## config.mk

```make
export PLATFORM = sky130hd
export DESIGN_NAME = branch_unit
export DESIGN_NICKNAME = d
export VERILOG_FILES = /design/src/rtl/branch_unit.sv
export SDC_FILE = /design/constraint.sdc
export NUM_CORES = 1
export LEC_CHECK = 0
export CORE_MARGIN = 4
export CORE_UTILIZATION = 40
export CTS_CLUSTER_DIAMETER = 60
export DETAILED_ROUTE_END_ITERATION = 7
export PLACE_DENSITY = 0.62
export SLEW_MARGIN = 10
export SYNTH_ARGS = -nofsm -noshare
export SYNTH_HDL_FRONTEND = slang
export SYNTH_SLANG_ARGS = --single-unit
```

## constraint.sdc

```tcl
create_clock -name clk -period 3.6 [get_ports clk]
set_input_delay 0.9 -clock clk [delete_from_list [all_inputs] [get_ports clk]]
set_output_delay 0.9 -clock clk [all_outputs]
set_load 0.02 [all_outputs]
```

## src/rtl/branch_unit.sv

```systemverilog
// branch_unit: registered jump/CALL/RET resolver with a hardware return-address stack.
// Defining BRANCH_UNIT_STATS_EN adds saturating branch_count/taken_count outputs.
module branch_unit #(
  parameter int WORD_SIZE   = 16,
  parameter int STACK_DEPTH = 8,
  parameter int INSTR_STEP  = 2
) (
  input  logic                         clk,
  input  logic                         rst_n,
  input  logic                         in_valid,
  output logic                         in_ready,
  input  logic [WORD_SIZE-1:0]         program_counter_address,
  input  logic [WORD_SIZE-1:0]         instruction,
  input  logic [WORD_SIZE-1:0]         peek_jump_address,
  input  logic [7:0]                   flags,
  input  logic                         flush,
  output logic                         out_valid,
  input  logic                         out_ready,
  output logic [WORD_SIZE-1:0]         new_address,
  output logic                         taken,
  output logic                         stack_fault,
  output logic [$clog2(STACK_DEPTH):0] ras_count
`ifdef BRANCH_UNIT_STATS_EN
  ,
  output logic [31:0]                  branch_count,
  output logic [31:0]                  taken_count
`endif
);

  localparam int AW = $clog2(STACK_DEPTH);
  localparam int PW = AW + 1;
  localparam logic [PW-1:0] PTR_ONE  = PW'(1);
  localparam logic [PW-1:0] PTR_FULL = PW'(STACK_DEPTH);
  localparam logic [AW-1:0] IDX_ONE  = AW'(1);

  typedef enum logic [7:0] {
    OP_JMP  = 8'h14, OP_JE  = 8'h15, OP_JNE = 8'h16, OP_JC  = 8'h17,
    OP_JNC  = 8'h18, OP_JS  = 8'h19, OP_JNS = 8'h1A, OP_JO  = 8'h1B,
    OP_JNO  = 8'h1C, OP_JA  = 8'h1D, OP_JAE = 8'h1E, OP_JB  = 8'h1F,
    OP_JBE  = 8'h20, OP_JG  = 8'h21, OP_JGE = 8'h22, OP_JL  = 8'h23,
    OP_JLE  = 8'h24, OP_CALL = 8'h25, OP_RET = 8'h26
  } opcode_e;

  logic [7:0]           opcode;
  logic                 z, s, c, o;
  logic [WORD_SIZE-1:0] seq;
  logic [PW-1:0]        ras_ptr;
  logic [WORD_SIZE-1:0] ras_mem [STACK_DEPTH];
  logic [AW-1:0]        top_idx;
  logic                 ras_full, ras_empty;
  logic                 accept;
  logic                 fault_q;
  logic [WORD_SIZE-1:0] nxt_addr;
  logic                 nxt_taken, nxt_fault, do_push, do_pop;
  logic                 unused_bits;

  assign opcode      = instruction[WORD_SIZE-1:WORD_SIZE-8];
  assign {z, s, c, o} = flags[7:4];
  assign unused_bits = ^{flags[3:0], instruction[WORD_SIZE-9:0]};
  assign seq         = program_counter_address + WORD_SIZE'(INSTR_STEP);

  assign ras_full  = (ras_ptr == PTR_FULL);
  assign ras_empty = (ras_ptr == '0);
  // Wraps correctly when the stack is full: the low bits are zero, minus one hits the top slot.
  assign top_idx   = ras_ptr[AW-1:0] - IDX_ONE;

  assign in_ready    = !flush && (!out_valid || out_ready);
  assign accept      = in_valid && in_ready;
  assign ras_count   = ras_ptr;
  assign stack_fault = out_valid && fault_q;

  // NOTE: every output of this block gets a default first so no path leaves it unassigned (no latches).
  always_comb begin
    nxt_taken = 1'b0;
    nxt_fault = 1'b0;
    nxt_addr  = seq;
    do_push   = 1'b0;
    do_pop    = 1'b0;
    case (opcode)
      OP_JMP:  nxt_taken = 1'b1;
      OP_JE:   nxt_taken = z;
      OP_JNE:  nxt_taken = !z;
      OP_JC:   nxt_taken = c;
      OP_JNC:  nxt_taken = !c;
      OP_JS:   nxt_taken = s;
      OP_JNS:  nxt_taken = !s;
      OP_JO:   nxt_taken = o;
      OP_JNO:  nxt_taken = !o;
      OP_JA:   nxt_taken = !c && !z;
      OP_JAE:  nxt_taken = !c;
      OP_JB:   nxt_taken = c;
      OP_JBE:  nxt_taken = c || z;
      OP_JG:   nxt_taken = !(s ^ o) && !z;
      OP_JGE:  nxt_taken = !(s ^ o);
      OP_JL:   nxt_taken = s ^ o;
      OP_JLE:  nxt_taken = (s ^ o) || z;
      OP_CALL: begin
        do_push   = !ras_full;
        nxt_taken = !ras_full;
        nxt_fault = ras_full;
      end
      OP_RET: begin
        do_pop    = !ras_empty;
        nxt_fault = ras_empty;
      end
      default: ;
    endcase
    if (do_pop)
      nxt_addr = ras_mem[top_idx];
    else if (nxt_taken)
      nxt_addr = peek_jump_address;
    nxt_taken = nxt_taken || do_pop;
  end

  // NOTE: sequential state uses non-blocking assignments so every register samples pre-edge values.
  always_ff @(posedge clk or negedge rst_n) begin
    if (!rst_n) begin
      out_valid   <= 1'b0;
      new_address <= '0;
      taken       <= 1'b0;
      fault_q     <= 1'b0;
      ras_ptr     <= '0;
    end else if (accept) begin
      out_valid   <= 1'b1;
      new_address <= nxt_addr;
      taken       <= nxt_taken;
      fault_q     <= nxt_fault;
      if (do_push)
        ras_ptr <= ras_ptr + PTR_ONE;
      else if (do_pop)
        ras_ptr <= ras_ptr - PTR_ONE;
    end else if (flush || out_ready) begin
      out_valid <= 1'b0;
    end
  end

  // NOTE: stack storage has no reset; the pointer alone defines which entries are meaningful.
  always_ff @(posedge clk) begin
    if (accept && do_push)
      ras_mem[ras_ptr[AW-1:0]] <= seq;
  end

`ifdef BRANCH_UNIT_STATS_EN
  logic is_branch;
  assign is_branch = (opcode >= OP_JMP) && (opcode <= OP_RET);

  always_ff @(posedge clk or negedge rst_n) begin
    if (!rst_n) begin
      branch_count <= '0;
      taken_count  <= '0;
    end else if (accept) begin
      if (is_branch && branch_count != '1)
        branch_count <= branch_count + 32'd1;
      if (nxt_taken && taken_count != '1)
        taken_count <= taken_count + 32'd1;
    end
  end
`endif

endmodule

```

# Word-level counts from Yosys, hierarchy flattened
# Memory sizes are Yosys's and may differ from the RTL's.
# Cells that the tools add are included.
[word_totals] ramBits=128 regBits=23 romBits=0 latch_bits=0 output_inout_bits=24 elab_cells=69 mem_count=1
[classes] n_bitwise=1 n_lt_le_gt_ge=0 shifts=0 n_mul=0 div=0 addsub=4 mux=12 eq_ne=20 n_reduce_logical=26
[mem_list] name="ras_mem" depth=8 width=16 read_ports=1 rd_ports_with_merged_regs=0 write_ports=1 line_no="48" text="logic [WORD_SIZE-1:0] ras_mem [STACK_DEPTH];"
[ops] cell="$eq A8 B5 Y1 const B" n=12
[ops] cell="$eq A8 B6 Y1 const B" n=7
[ops] cell="$mux W16" n=2
[ops] cell="$add A16 B2 Y16 const B" n=1
[ops] cell="$pmux W1 S16" n=1
[ops] cell="$logic_not A1 Y1" n=9
[ops] cell="$mux W4" n=2
[ops] cell="$logic_and A1 B1 Y1" n=6
[ops] cell="$mux W1" n=6
[ops] cell="$logic_or A1 B1 Y1" n=5
[ops] cell="$add A4 B1 Y4 const B" n=1
[ops] cell="$eq A4 B4 Y1 const B" n=1
[ops] cell="$logic_not A4 Y1" n=1
[ops] cell="$reduce_bool A2 Y1" n=2
[ops] cell="$reduce_or A2 Y1" n=2
[ops] cell="$sub A4 B1 Y4 const B" n=1
[ops] cell="$sub A3 B1 Y3 const B" n=1
[ops] cell="$pmux W1 S2" n=1
[ops] cell="$reduce_and A2 Y1" n=1
[ops] cell="$xor A1 B1 Y1" n=1

# Depth between registers and ports, before layout
# Gate-level depths: netlist (run 1).
[depth] depth_word=7 depth_mapped=13

# Least setup slack after synthesis (run 1)
# No wires, ideal clock.
[synth_path] path_kind="input -> register" startpoint="in instruction[12]" endpoint="mem ras_mem[0][0], enable pin" setup_time_ns=0.409 path_stages=6 setup_slack_ns=0.018 arrival_time_ns=3.173 n_path_buf=2 required_ns=3.191 cell_sequence="nor3_1 and4_1 clkbuf_1 clkbuf_1 nand4_1 nor3_1"
[synth_via] elab_chain_cells=5
[synth_rtl] item="start: declaration" line_no="13" text="input logic [WORD_SIZE-1:0] instruction,"
[synth_rtl] item="$eq A8 B6 Y1" line_no="79" text="case (opcode)"
[synth_rtl] item="$mux W1" line_no="79"
[synth_rtl] item="$logic_and A1 B1 Y1" line_no="139" text="if (accept && do_push)"
[synth_rtl] item="$mux W1" line_no="139"
[synth_rtl] item="$mux W1 (not written as such)" line_no="140" text="ras_mem[ras_ptr[AW-1:0]] <= seq;"
[synth_rtl] item="end: declaration" line_no="48"
# Every way passes these cells.

# Worst setup path after layout (run 1)
[layout_path] startpoint="in instruction[8]" endpoint="reg new_address[4]"
[layout_via] elab_chain_cells=5 word_cells_on_any_way=25 cone_classes="eq/ne (19); mux (4); reduce/logical (2)"
[layout_rtl] item="$eq A8 B5 Y1" line_no="79"
[layout_rtl] item="$reduce_or A2 Y1 (no line)"
[layout_rtl] item="$pmux W1 S16" line_no="79"
[layout_rtl] item="$mux W16" line_no="110" text="else if (nxt_taken)"
[layout_rtl] item="$mux W16 (*)" line_no="108" text="if (do_pop)"
[layout_rtl] item="end signal: assignment" line_no="125" text="new_address <= nxt_addr;"
[layout_rtl] item="end: declaration" line_no="19" text="output logic [WORD_SIZE-1:0] new_address,"
# Every way passes the cells marked *; elsewhere a longest branch is shown, timed or not.
# A chain may end at the register's enable or synchronous reset.

==> summary.json, run 1 <==
{
  "timing": {
    "period_needed_ns": 3.08,
    "final.setup.tns_ns": 0,
    "clock_skew_ns": 0.0146,
    "max_slew_margin_vs_limit_pct": 50.0,
    "finalSetupViolCount": 0,
    "fmax_ghz": 0.324,
    "final_hold_violations": 0,
    "timing.final.max_slew_violations": 0,
    "worst_slew_pin_slew_ns": 0.750,
    "unrepaired_setup_endpoints_after_global_routing": "no",
    "final.period_utilization_pct": 85.6
  },
  "finish": {
    "number_of_nets_in_the_layout": 688,
    "multi_input_comb_area_mm2": 0.00244,
    "number_of_antenna_cells_inserted": 0,
    "syn2layout_area_growth_pct": 25.9,
    "n_fill_cell": 1461,
    "core_utilization_of_the_finished_layout_pct": 51.6,
    "layout-drive-gt1-share_pct": 15.1,
    "area.sequential_mm2": 0.00442
  },
  "route": {
    "first_pass_iters": 4,
    "route.final.wire_length_um": 19600,
    "via_per_inst": 5.75,
    "initialDrtViolationCount": 365,
    "num_vias": 4942,
    "avgRoutedWirePerCell_um": 22.7,
    "detail_route.drc_violations": 0,
    "postRouteAntennaNets": 0
  },
  "clock_tree": {
    "cts_setup_buffers": 0,
    "cts.root.buffer_cell": "sky130_fd_sc_hd__clkbuf_16",
    "cts.repair.resized": 0,
    "cts_made_buffers": 17,
    "cts.htree.levels": 4,
    "path_clk_slew_ns": 0.07,
    "clock_tree_from_tritoncts": "built",
    "post_cts_hold_fix_bufs": 0,
    "clk_latency_ns": 0.43,
    "cts.path.max_buffers": 2,
    "tritoncts_num_sinks": 151
  },
  "synthesis": {
    "async_reset_ff_share_pct": 15.2,
    "synthesis.nets": 597,
    "ys_top_cells_by_count": "sky130_fd_sc_hd__edfxtp_1, sky130_fd_sc_hd__nand2_1, sky130_fd_sc_hd__a32oi_1",
    "synthMostInstantiatedCell": "sky130_fd_sc_hd__edfxtp_1",
    "synthesis.area_per_instance_um2": 13.4,
    "dominantRegCellSynth": "sky130_fd_sc_hd__edfxtp_1",
    "synth_top_area_cell": "sky130_fd_sc_hd__edfxtp_1",
    "netlist_instances": 531,
    "synthesis.area_mm2": 0.00712,
    "yosys.area.top_type_share_pct": 54.0,
    "postSynthRegisterBits": 151,
    "yosysSeqAreaShare_pct": 62.1,
    "synth.distinct_cells": 56,
    "synth_area_leaders": "sky130_fd_sc_hd__edfxtp_1, sky130_fd_sc_hd__dfrtp_1, sky130_fd_sc_hd__a32oi_1, sky130_fd_sc_hd__nand2_1, sky130_fd_sc_hd__mux2i_1",
    "synth-warning-count": 0,
    "synth_enable_flop_cells": 128
  },
  "critical_path": {
    "worst_r2r_startpoint": "ras_count[1]$_DFFE_PN0P_",
    "crit_path_max_incr_delay_ns": 0.68,
    "capture_instance_of_the_worst_register_to_register_path": "new_address[5]$_DFFE_PN0P_",
    "critPathSlowestCell": "sky130_fd_sc_hd__clkdlybuf4s50_1",
    "critPathMaxFanout": 17,
    "worst_path_dominant_cell_family": "buffers and inverters",
    "r2r_cells": 8,
    "path_class": "in2reg",
    "critPathBufInv": 2,
    "crit_arrival_ns": 3.34,
    "worstSetupEndpointType": "flop",
    "required_time_reported_for_the_critical_path_endpoint_ns": 3.85,
    "ff2ff_setup_slack_ns": 0.89,
    "category_of_the_worst_setup_path_launch_point": "input pin",
    "path_cells": "clkdlybuf4s50_1 -> nor2b_4 -> nand3_1 -> a21oi_2 -> or4_1 -> buf_4 -> o311ai_1"
  },
  "power": {
    "switching_share_pct": 24.5,
    "power_density_mw_per_mm2": 484,
    "irDropWorstVdd_mv": 0.347,
    "power_report.internal_total_mw": 3.27,
    "static-leakage-power_nw": 3.24,
    "clock_power_share_pct": 41.6,
    "seq_power_share_pct": 45.4,
    "power.net_switching_mw": 1.06,
    "combinational_power_share_pct": 12.9
  },
  "worst_hold_path": {
    "worstHoldPathCells": 2,
    "holdPathEnd": "fault_q$_DFFE_PN0P_",
    "min-delay-start": "fault_q$_DFFE_PN0P_",
    "hold_class": "reg2reg"
  },
  "global_route": {
    "first_global_vias": 5155,
    "grt-ovfl-total": 0,
    "grt_pass1_wl_um": 30100,
    "grt_antenna_before_repair": 2,
    "pin_count_of_the_biggest_net_entering_global_routing": 53,
    "grt_util_all_layers_pct": 20.2
  },
  "floorplan": {
    "chipHeight_um": 141,
    "core_region_area_mm2": 0.0174,
    "floorplan.io_pins": 85,
    "initial_util_pct": 41.0,
    "floorplan.die_area_mm2": 0.0200,
    "chipWidth_um": 141,
    "row_count": 48
  },
  "run_status": {
    "status": "finished, final reports clean"
  },
  "placement": {
    "dpl.hpwl_um": 12500,
    "io_buffers": 72,
    "gp_congestion": 0.832
  },
  "run": {
    "timing.max_cap.violations": 0
  }
}
==> cell usage in the layout, fill, tap and decap left out, types with 11 or more instances in the layout <==
cell type / instances
sky130_fd_sc_hd__edfxtp_1: 128
sky130_fd_sc_hd__nand2_1: 76
sky130_fd_sc_hd__clkdlybuf4s50_1: 72
sky130_fd_sc_hd__a32oi_1: 36
sky130_fd_sc_hd__inv_1: 34
sky130_fd_sc_hd__buf_4: 27
sky130_fd_sc_hd__mux2i_1: 26
sky130_fd_sc_hd__dfrtp_1: 23
sky130_fd_sc_hd__a211oi_1: 17
sky130_fd_sc_hd__o41ai_1: 17
sky130_fd_sc_hd__clkbuf_16: 17
sky130_fd_sc_hd__nor2_1: 14
sky130_fd_sc_hd__nand3_1: 11
==> power by group through the flow <==
stage	sequential [mW]	clock [mW]	combinational, mW
finish	1.97	1.80	0.561
global route	1.97	1.91	0.604
CTS	1.97	1.82	0.566
detailed placement	2.01	0	0.563
global placement	2.01	0	0.549
floorplan	2.04	0	0.271
==> sequential cells by signal (all words and copies together) (netlist names) <==
signal,flops
ras_count,4
fault_q,1
taken,1
new_address,16
ras_mem,128
out_valid,1
==> metal layers <==
metal,track usage [%],vias to the layer above,share of wire [%]
met2,32.7,189,49
li1,-,2251,-
met1,26.5,2467,41
met4,7.22,4,2.2
met3,5.22,31,7.5
met5,0,-,0.11
==> cells by family (layout without fill, tap and decap cells) <==
group,Yosys count,in the layout,share of synthesized area [%]
XOR/XNOR,18,18,2.22
flip-flops,151,151,62.1
adder cells (fa/ha/maj),5,5,0.985
AND/OR/NAND/NOR,143,143,9.60
multiplexers,35,35,6.35
buffers and inverters,69,173,4.15
AO/OA/AOI/OAI,110,110,14.6
==> how the worst max path moves through the flow <==
stage                               start                          to  slack, ns  cells after the start
after floorplan           instruction[12]     ras_mem[0][0]$_DFFE_PP_       0.02                      6
after global placement     instruction[8]  new_address[4]$_DFFE_PN0P_       0.17                      7
after CTS                  instruction[8]  new_address[4]$_DFFE_PN0P_       0.55                      7
after detailed placement   instruction[8]  new_address[4]$_DFFE_PN0P_       0.11                      7
after global routing       instruction[8]    ras_count[3]$_DFFE_PN0P_       0.31                     10
final                      instruction[8]  new_address[4]$_DFFE_PN0P_       0.52                      7
==> metrics by stage <==
step | cells | hold slack (ns) | setup slack [ns] | total power, mW | instance area (um2)
5_1_grt | 860 | 0.506 | 0.311 | 4.49 | 8960
3_5_place_dp | 828 | 0.458 | 0.115 | 2.57 | 8350
2_1_floorplan | 531 | 0.436 | 0.0178 | 2.31 | 7120
4_1_cts | 860 | 0.482 | 0.553 | 4.35 | 8960
6_report | 860 | 0.478 | 0.517 | 4.34 | 8960
3_3_place_gp | 828 | 0.473 | 0.175 | 2.56 | 8350
==> tightest hold or removal path, stage by stage, from the launching register on <==
cell	delay, ns
sky130_fd_sc_hd__dfrtp_1	0.35
sky130_fd_sc_hd__nand2_1	0.05
sky130_fd_sc_hd__o41ai_1	0.05
==> area by class of cell <==
| type | count | share of cell area [%] |
|---|---|---|
| clock buffer | 20 | 5.21 |
| inverter | 34 | 1.42 |
| tap | 225 | 3.14 |
| clock inverter | 12 | 1.56 |
| multi-input combinational | 311 | 27.2 |
| timing repair buffer | 107 | 12.1 |
| sequential | 151 | 49.3 |
Power figures use the tool's default switching activity.
==> run 2: changes to the inputs <==
--- a/config.mk
+++ b/config.mk
@@ -5,6 +5,7 @@
 export SDC_FILE = /design/constraint.sdc
 export NUM_CORES = 1
 export LEC_CHECK = 0
+export CAP_MARGIN = 10
 export CORE_MARGIN = 4
 export CORE_UTILIZATION = 40
 export CTS_CLUSTER_DIAMETER = 60
==> results of run 2 <==
No change in the layout: final DEF, timing and power equal those of run 1.
==> run 3: changes to the inputs <==
--- a/config.mk
+++ b/config.mk
@@ -11,7 +11,7 @@
 export CTS_CLUSTER_DIAMETER = 60
 export DETAILED_ROUTE_END_ITERATION = 7
 export PLACE_DENSITY = 0.62
-export SLEW_MARGIN = 10
+export SLEW_MARGIN = 20
 export SYNTH_ARGS = -nofsm -noshare
 export SYNTH_HDL_FRONTEND = slang
 export SYNTH_SLANG_ARGS = --single-unit
==> results of run 3 <==
No change in the layout: final DEF, timing and power equal those of run 1.
